--- config.mk ---
export PLATFORM = sky130hd
export DESIGN_NAME = kamacore_issue_stage
export DESIGN_NICKNAME = d
export VERILOG_FILES = /design/src/rtl/kamacore_issue_stage.sv
export SDC_FILE = /design/constraint.sdc
export NUM_CORES = 1
export LEC_CHECK = 0
export CORE_MARGIN = 4
export CORE_UTILIZATION = 50
export CTS_CLUSTER_DIAMETER = 80
export DETAILED_ROUTE_END_ITERATION = 10
export PLACE_DENSITY_LB_ADDON = 0.3
export SYNTH_ARGS = -nofsm -noshare
export SYNTH_HDL_FRONTEND = slang
export SYNTH_SLANG_ARGS = --single-unit
--- constraint.sdc ---
create_clock -name clk -period 2.95 [get_ports clk]
set_input_delay 0.295 -clock clk [delete_from_list [all_inputs] [get_ports clk]]
set_output_delay 0.295 -clock clk [all_outputs]
set_load 0.1 [all_outputs]
--- src/rtl/kamacore_issue_stage.sv ---
// RV32I decode/issue stage: one-entry decode buffer, busy-bit scoreboard for RAW/WAW
// hazards, and a valid/ready execute register fed from the register file read ports.
module kamacore_issue_stage #(
  parameter int CPU_WIDTH      = 32,
  parameter int REG_ADDR_WIDTH = 5
) (
  input  logic                      clk,
  input  logic                      rst,
  input  logic                      in_valid,
  output logic                      in_ready,
  input  logic [31:0]               in_instr,
  output logic [REG_ADDR_WIDTH-1:0] rs1_a,
  input  logic [CPU_WIDTH-1:0]      rs1_data,
  output logic [REG_ADDR_WIDTH-1:0] rs2_a,
  input  logic [CPU_WIDTH-1:0]      rs2_data,
  input  logic                      wb_we,
  input  logic [REG_ADDR_WIDTH-1:0] wb_a,
  input  logic                      flush,
  output logic                      ex_valid,
  input  logic                      ex_ready,
  output logic [6:0]                ex_opcode,
  output logic [3:0]                ex_funct,
  output logic [REG_ADDR_WIDTH-1:0] ex_rd_a,
  output logic                      ex_rd_we,
  output logic [CPU_WIDTH-1:0]      ex_rs1_data,
  output logic [CPU_WIDTH-1:0]      ex_rs2_data,
  output logic [CPU_WIDTH-1:0]      ex_imm,
  output logic                      ex_illegal
);

  localparam int NREG = 2 ** REG_ADDR_WIDTH;

  localparam logic [6:0] OPC_LUI    = 7'b0110111;
  localparam logic [6:0] OPC_AUIPC  = 7'b0010111;
  localparam logic [6:0] OPC_JAL    = 7'b1101111;
  localparam logic [6:0] OPC_JALR   = 7'b1100111;
  localparam logic [6:0] OPC_LOAD   = 7'b0000011;
  localparam logic [6:0] OPC_OPIMM  = 7'b0010011;
  localparam logic [6:0] OPC_BRANCH = 7'b1100011;
  localparam logic [6:0] OPC_STORE  = 7'b0100011;
  localparam logic [6:0] OPC_OP     = 7'b0110011;

  logic                      d_valid_q, d_valid_d;
  logic [31:0]               d_instr_q, d_instr_d;
  logic [NREG-1:0]           busy_q, busy_d;

  logic                      ex_valid_q, ex_valid_d;
  logic [6:0]                ex_opcode_q;
  logic [3:0]                ex_funct_q;
  logic [REG_ADDR_WIDTH-1:0] ex_rd_a_q;
  logic                      ex_rd_we_q;
  logic [CPU_WIDTH-1:0]      ex_rs1_data_q, ex_rs2_data_q;
  logic signed [CPU_WIDTH-1:0] ex_imm_q;
  logic                      ex_illegal_q;

  logic [6:0]                opcode;
  logic [REG_ADDR_WIDTH-1:0] rs1, rs2, rd;
  logic                      uses_rs1, uses_rs2, uses_rd, writes_rd, illegal;
  logic signed [CPU_WIDTH-1:0] imm;
  logic                      hazard, issue;

  assign opcode    = d_instr_q[6:0];
  assign rd        = d_instr_q[11:7];
  assign rs1       = d_instr_q[19:15];
  assign rs2       = d_instr_q[24:20];
  assign rs1_a     = rs1;
  assign rs2_a     = rs2;
  assign writes_rd = uses_rd & (rd != '0);

  always_comb begin
    uses_rs1 = 1'b0;
    uses_rs2 = 1'b0;
    uses_rd  = 1'b0;
    illegal  = 1'b0;
    imm      = '0;
    case (opcode)
      OPC_LUI, OPC_AUIPC: begin
        uses_rd = 1'b1;
        imm     = {d_instr_q[31:12], 12'b0};
      end
      OPC_JAL: begin
        uses_rd = 1'b1;
        imm     = {{11{d_instr_q[31]}}, d_instr_q[31], d_instr_q[19:12],
                   d_instr_q[20], d_instr_q[30:21], 1'b0};
      end
      OPC_JALR, OPC_LOAD, OPC_OPIMM: begin
        uses_rd  = 1'b1;
        uses_rs1 = 1'b1;
        imm      = {{20{d_instr_q[31]}}, d_instr_q[31:20]};
      end
      OPC_BRANCH: begin
        uses_rs1 = 1'b1;
        uses_rs2 = 1'b1;
        imm      = {{19{d_instr_q[31]}}, d_instr_q[31], d_instr_q[7],
                    d_instr_q[30:25], d_instr_q[11:8], 1'b0};
      end
      OPC_STORE: begin
        uses_rs1 = 1'b1;
        uses_rs2 = 1'b1;
        imm      = {{20{d_instr_q[31]}}, d_instr_q[31:25], d_instr_q[11:7]};
      end
      OPC_OP: begin
        uses_rd  = 1'b1;
        uses_rs1 = 1'b1;
        uses_rs2 = 1'b1;
      end
      default: illegal = 1'b1;
    endcase
  end

  // A writeback landing this cycle resolves the hazard; the register file bypasses the value.
  always_comb begin
    hazard = (uses_rs1  & busy_q[rs1] & !(wb_we & (wb_a == rs1)))
           | (uses_rs2  & busy_q[rs2] & !(wb_we & (wb_a == rs2)))
           | (writes_rd & busy_q[rd]  & !(wb_we & (wb_a == rd)));
    issue    = d_valid_q & !hazard & (!ex_valid_q | ex_ready) & !flush;
    in_ready = !d_valid_q | issue;
  end

  always_comb begin
    d_valid_d = d_valid_q;
    d_instr_d = d_instr_q;
    if (flush) begin
      d_valid_d = 1'b0;
    end else if (in_valid && in_ready) begin
      d_valid_d = 1'b1;
      d_instr_d = in_instr;
    end else if (issue) begin
      d_valid_d = 1'b0;
    end

    ex_valid_d = ex_valid_q;
    if (flush)         ex_valid_d = 1'b0;
    else if (issue)    ex_valid_d = 1'b1;
    else if (ex_ready) ex_valid_d = 1'b0;

    // Set after clear so a reissued destination stays busy; a flushed write never arrives.
    busy_d = busy_q;
    if (wb_we) busy_d[wb_a] = 1'b0;
    if (flush && ex_valid_q && ex_rd_we_q) busy_d[ex_rd_a_q] = 1'b0;
    if (issue && writes_rd) busy_d[rd] = 1'b1;
    busy_d[0] = 1'b0;
  end

  always_ff @(posedge clk or negedge rst) begin
    if (!rst) begin
      d_valid_q     <= 1'b0;
      d_instr_q     <= '0;
      busy_q        <= '0;
      ex_valid_q    <= 1'b0;
      ex_opcode_q   <= '0;
      ex_funct_q    <= '0;
      ex_rd_a_q     <= '0;
      ex_rd_we_q    <= 1'b0;
      ex_rs1_data_q <= '0;
      ex_rs2_data_q <= '0;
      ex_imm_q      <= '0;
      ex_illegal_q  <= 1'b0;
    end else begin
      d_valid_q  <= d_valid_d;
      d_instr_q  <= d_instr_d;
      busy_q     <= busy_d;
      ex_valid_q <= ex_valid_d;
      if (issue) begin
        ex_opcode_q   <= opcode;
        ex_funct_q    <= {d_instr_q[30], d_instr_q[14:12]};
        ex_rd_a_q     <= rd;
        ex_rd_we_q    <= writes_rd;
        ex_rs1_data_q <= uses_rs1 ? rs1_data : '0;
        ex_rs2_data_q <= uses_rs2 ? rs2_data : '0;
        ex_imm_q      <= imm;
        ex_illegal_q  <= illegal;
      end
    end
  end

  assign ex_valid    = ex_valid_q;
  assign ex_opcode   = ex_opcode_q;
  assign ex_funct    = ex_funct_q;
  assign ex_rd_a     = ex_rd_a_q;
  assign ex_rd_we    = ex_rd_we_q;
  assign ex_rs1_data = ex_rs1_data_q;
  assign ex_rs2_data = ex_rs2_data_q;
  assign ex_imm      = ex_imm_q;
  assign ex_illegal  = ex_illegal_q;

endmodule
Word-level counts from Yosys, hierarchy flattened
Index checks and enable logic that the tools add are counted.
{ "word_totals": {"ff_bits": 179, "in_bits": 107, "output_inout_bits": 126} }
{ "op_classes": {"bitwise_logic": 23, "n_reduce_logical": 24, "eq_ne": 12, "n_mux": 28, "n_lt_le_gt_ge": 8} }
{ "ops": {"columns": ["operator", "n"], "rows": [
  ["$mux W32", 5],
  ["$pmux W32 S5", 1],
  ["$and A32 B32 Y32", 2],
  ["$not A32 Y32", 2],
  ["$or A32 B32 Y32", 1],
  ["$lt A5 B6 Y1 const B", 5],
  ["$eq A7 B6 Y1 const B", 3],
  ["$eq A7 B7 Y1 const B", 3],
  ["$mux W1", 16],
  ["$bmux W1 S5", 3],
  ["$demux W1 S5", 3],
  ["$eq A5 B5 Y1", 3],
  ["$ge A5 B1 Y1 const B", 3],
  ["$eq A7 B5 Y1 const B", 2],
  ["$and A1 B1 Y1", 13],
  ["$reduce_or A9 Y1", 1],
  ["$eq A7 B2 Y1 const B", 1],
  ["$logic_and A1 B1 Y1", 7],
  ["$logic_not A1 Y1", 7],
  ["$reduce_or A7 Y1", 1],
  ["$reduce_bool A3 Y1", 2],
  ["$reduce_or A3 Y1", 2],
  ["$reduce_or A6 Y1", 1],
  ["$reduce_bool A5 Y1", 1],
  ["4 further kinds", 7]
]} }

Logic depth before layout (Yosys ltp)
{ "depth": {"word_depth": 15, "depth_mapped": 12, "mapped_depth_nobuf": 7} }

Worst setup path before layout
OpenSTA, ideal clock, no wires.
{ "synth_path": {"path_kind": "register to output", "startpoint": "reg d_instr_q[21]", "endpoint": "out in_ready", "n_path_buf": 4, "stages_incl_launch_ff": 11, "path_slack_ps": -287, "arrival_ps": 2942, "required_ps": 2655, "path_cell_list": "dfrtp_1 buf_2 buf_6 mux2_2 o311ai_0 o221ai_1 a32oi_2 and2_1 buf_6 buf_6 nand2b_1"} }
{ "synth_between": {"elab_chain_cells": 11} }
{ "synth_rtl": {"columns": ["item", "line_no", "source"], "rows": [
  ["start, declared", "44", "logic [31:0] d_instr_q, d_instr_d;"],
  ["start signal, assigned", "161", "d_instr_q <= d_instr_d;"],
  ["$bmux W1 S5 / $eq A5 B5 Y1 (equally long branches)", "114", "| (uses_rs2 & busy_q[rs2] & !(wb_we & (wb_a == rs2)))"],
  ["$mux W1 (not written as such) / $and A1 B1 Y1 (equally long branches)", "114", null],
  ["$and A1 B1 Y1 / $logic_not A1 Y1 (equally long branches)", "114", null],
  ["$and A1 B1 Y1 *", "114", null],
  ["$or A1 B1 Y1 *", "114", null],
  ["$or A1 B1 Y1 *", "115", "| (writes_rd & busy_q[rd] & !(wb_we & (wb_a == rd)));"],
  ["$logic_not A1 Y1 *", "116", "issue = d_valid_q & !hazard & (!ex_valid_q | ex_ready) & !flush;"],
  ["$and A1 B1 Y1 * (3 in series)", "116", null],
  ["$or A1 B1 Y1 *", "117", "in_ready = !d_valid_q | issue;"],
  ["end, declared", "10", "output logic in_ready,"]
]} }
Mark *: on every way between the ends. The rest lies on a longest branch, timed or not. The select of a mux whose other input is x is not followed.

Worst setup path after layout
{ "layout_path": {"startpoint": "reg d_instr_q[8]", "endpoint": "out in_ready"} }
{ "layout_between": {"elab_chain_cells": 10} }
{ "layout_rtl": {"columns": ["item", "line_no"], "rows": [
  ["$bmux W1 S5, or another cell as far along", "115"],
  ["$mux W1 (not written as such), or another cell as far along", "115"],
  ["$and A1 B1 Y1 / $logic_not A1 Y1 (equally long branches)", "115"],
  ["$and A1 B1 Y1 *", "115"],
  ["$or A1 B1 Y1 *", "115"],
  ["$logic_not A1 Y1 *", "116"],
  ["$and A1 B1 Y1 * (3 in series)", "116"],
  ["$or A1 B1 Y1 *", "117"]
]} }
Marked as above.

==> run metrics <==
site row count 49; Post-Syn Area 9240 µm²; Synth async-reset ratio 100%; post-synth top area share 48.5%; final non-filler cell total 1347; Fmax achieved 333 MHz; violated checks setup timing; met1 usage 33.9%; slowest CP cell mux4_2; fin crit period 3.00 ns; crit-path max FO 4; crit end category primary output; dpl hpwl 20.5 mm; Setup Skew 0.0145 ns; largest cells by area after synthesis dfrtp_1, mux2i_1, mux2_2, inv_1, nand2_1; RSZ-0062 raised after global routing yes; Detail Route Antenna Nets 0; Worst Setup Path Type reg -> out; Wirelength per Cell 20.8 µm; placed instance area 11700 µm²; TritonRoute pass-1 iters 5; via count 7609; clk buf depth 2; Ant. Diodes 0; Yosys top cell by area dfrtp_1; H-tree depth 4; initial antenna violation count 0; count of different cell masters after synthesis 53; # IOs 233; WHS Path Cells 3; Leak 5.40 nW; Post-route DRC 0; Design Power 10.0 mW; sequential element share of the synthesized area 48.5%; Starting Density 51.1%; most crowded layer after global routing met2; CTS tree built; slowest stage delay, CP 0.52 ns; DIE HEIGHT 144 µm; status finished with violations; nets 1212; final instance area 12500 µm²; vias in the first global route 8002; commonest non-fill, non-tap cell in the layout buf_4; Avg Vias per Cell 5.65; most frequent cells in the layout buf_4, dfrtp_1, mux2i_1, clkdlybuf4s50_1, inv_1; crit path cell chain buf_6, mux4_2, nor3b_2, o21ai_2, o2111ai_2, and4bb_2, and2_4, nand2b_4, buf_12; final standard cell utilization of the core 69.1%; Hold Fails Final Rpt 0; worst reg2reg path depth 11; WP data arrival 2.71 ns; final setup margin -0.0510 ns; syn_area_per_cell 11.0 µm²; clk_lat worst skew 0.43 ns; layout cell share with drive strength beyond 1 29.4%; flops & latches, synth 179; max_slew headroom 47.7%; Setup TNS -0.0510 ns; Slew @ Worst Pin 0.784 ns; Worst-path clk slew 0.07 ns; dpl cells 1307; routing usage on met2 44.0%; clock root cell clkbuf_16; Synth-to-Final Area Change 35.2%; CTS Buf Count 17; Syn Nets 950; pin count of the biggest net entering global routing 83; Worst EP required 2.65 ns; Die Area 20700 µm²; Setup Viol. Count Final 1; Post-synth EDFFs 0; grt ovf 0; hold crit path type in -> reg; Gate Count Post-Synth 843; Most used DFF post-synth dfrtp_1; clk sinks 179; CP Launch Type register; Synth Warn # 0; initial drt markers 617; period utilization 102%; Routed WL 28.0 mm; met3 GRT Util 8.45%; GP Congestion 1.02; Slew Limit Fails 0; Die Wd 144 µm; Core Region 18100 µm²; port bufs 232; max cap viols 0; Global Route Usage Sum 27.0%; Peak VDD IR 0.656 mV; first-pass GRT wire length 43.1 mm; Cell Pwr Density 801 nW/µm²
-- per-stage QoR --
stage	hold WS, ns	setup slack, ns
after floorplan	-0.000591	0.0281
after global placement	0.407	0.0557
after detailed placement	0.418	0.0149
after CTS	0.394	-0.0241
after global routing	0.405	-0.142
final	0.404	-0.0510
-- cell type report --
type / instances / area [µm²]
flip-flops and latches: 179 / 4480
clock buffers: 20 / 467
inverters: 93 / 349
repair buffers: 310 / 2730
multi-input cells: 504 / 4010
clock inverters: 12 / 159
fillers: 1373 / 5600
well taps: 229 / 287
-- path summary, 6_finish.rpt --
| kind | start | to | slack [ns] |
|---|---|---|---|
| max | d_instr_q[8] | in_ready | -0.05 |
| min | rs2_data[0] | ex_rs2_data[0] | 0.40 |
| max reg2reg | d_instr_q[8] | ex_rs1_data[8] | 0.14 |
| min reg2reg | ex_imm[4] | ex_imm[4] | 0.50 |
| max in group asynchronous | rst | ex_imm[1] | 1.70 |
| min in group asynchronous | rst | ex_funct[2] | 0.50 |
-- synthesized netlist by cell type, drive strengths merged, types with 4 or more instances --
library cell	number
a21oi	26
a22o	4
a22oi	5
and2	4
buf	41
clkbuf	26
dfrtp	179
inv	93
mux2	60
mux2i	111
mux4	11
nand2	86
nand3	16
nand3b	14
nand4	5
nor2	19
nor2b	9
nor3b	5
nor4	4
o21ai	29
o221ai	32
o31ai	7
or3	5
or3b	6
xor2	12
-- flip-flops by register name, indices dropped and copies added, names as in the netlist, 4 cells and up --
name and count:
ex_opcode 7, ex_rs1_data 32, ex_rd_a 5, ex_imm 32
ex_funct 4, busy_q 31, d_instr_q 32, ex_rs2_data 32
-- critical path, delay by kind of cell (launching register included) --
family	cells	cell delay [ns]
flops	1	0.44
compound gates	2	0.23
buf+inv	2	0.30
simple gates	4	0.78
mux	1	0.52
-- kinds of logic after synthesis --
family | after synthesis | share of synthesized area [%]
multiplexers | 182 | 22.0
flip-flops | 179 | 48.5
AND/OR/NAND/NOR | 186 | 10.2
buffers and inverters | 160 | 8.75
AO/OA/AOI/OAI | 121 | 9.16
XOR/XNOR | 15 | 1.42
-- repair_timing --
item / in CTS / in global routing
hold buffers: 1 / 0
gates resized for setup: 17 / 2
endpoints found under the hold margin: 80 / 0
endpoints found under the setup margin: 4 / 1
pin swaps: 3 / 4
setup buffers: 6 / 2
-- per-layer routing --
layer  vias to the layer above  part of all wire [%]
li1                       3439                     -
met1                      3735                    39
met2                       363                    49
met3                        72                   9.3
met4                         0                   2.9
met5                         -                     0
-- where the power goes --
part	switching (mW)	internal (mW)	leakage [nW]
logic	3.20	1.17	2.73
registers	0.412	2.82	2.37
clock network	1.05	1.35	0.305
total	4.66	5.35	5.40
Power figures use the tool's default switching activity.
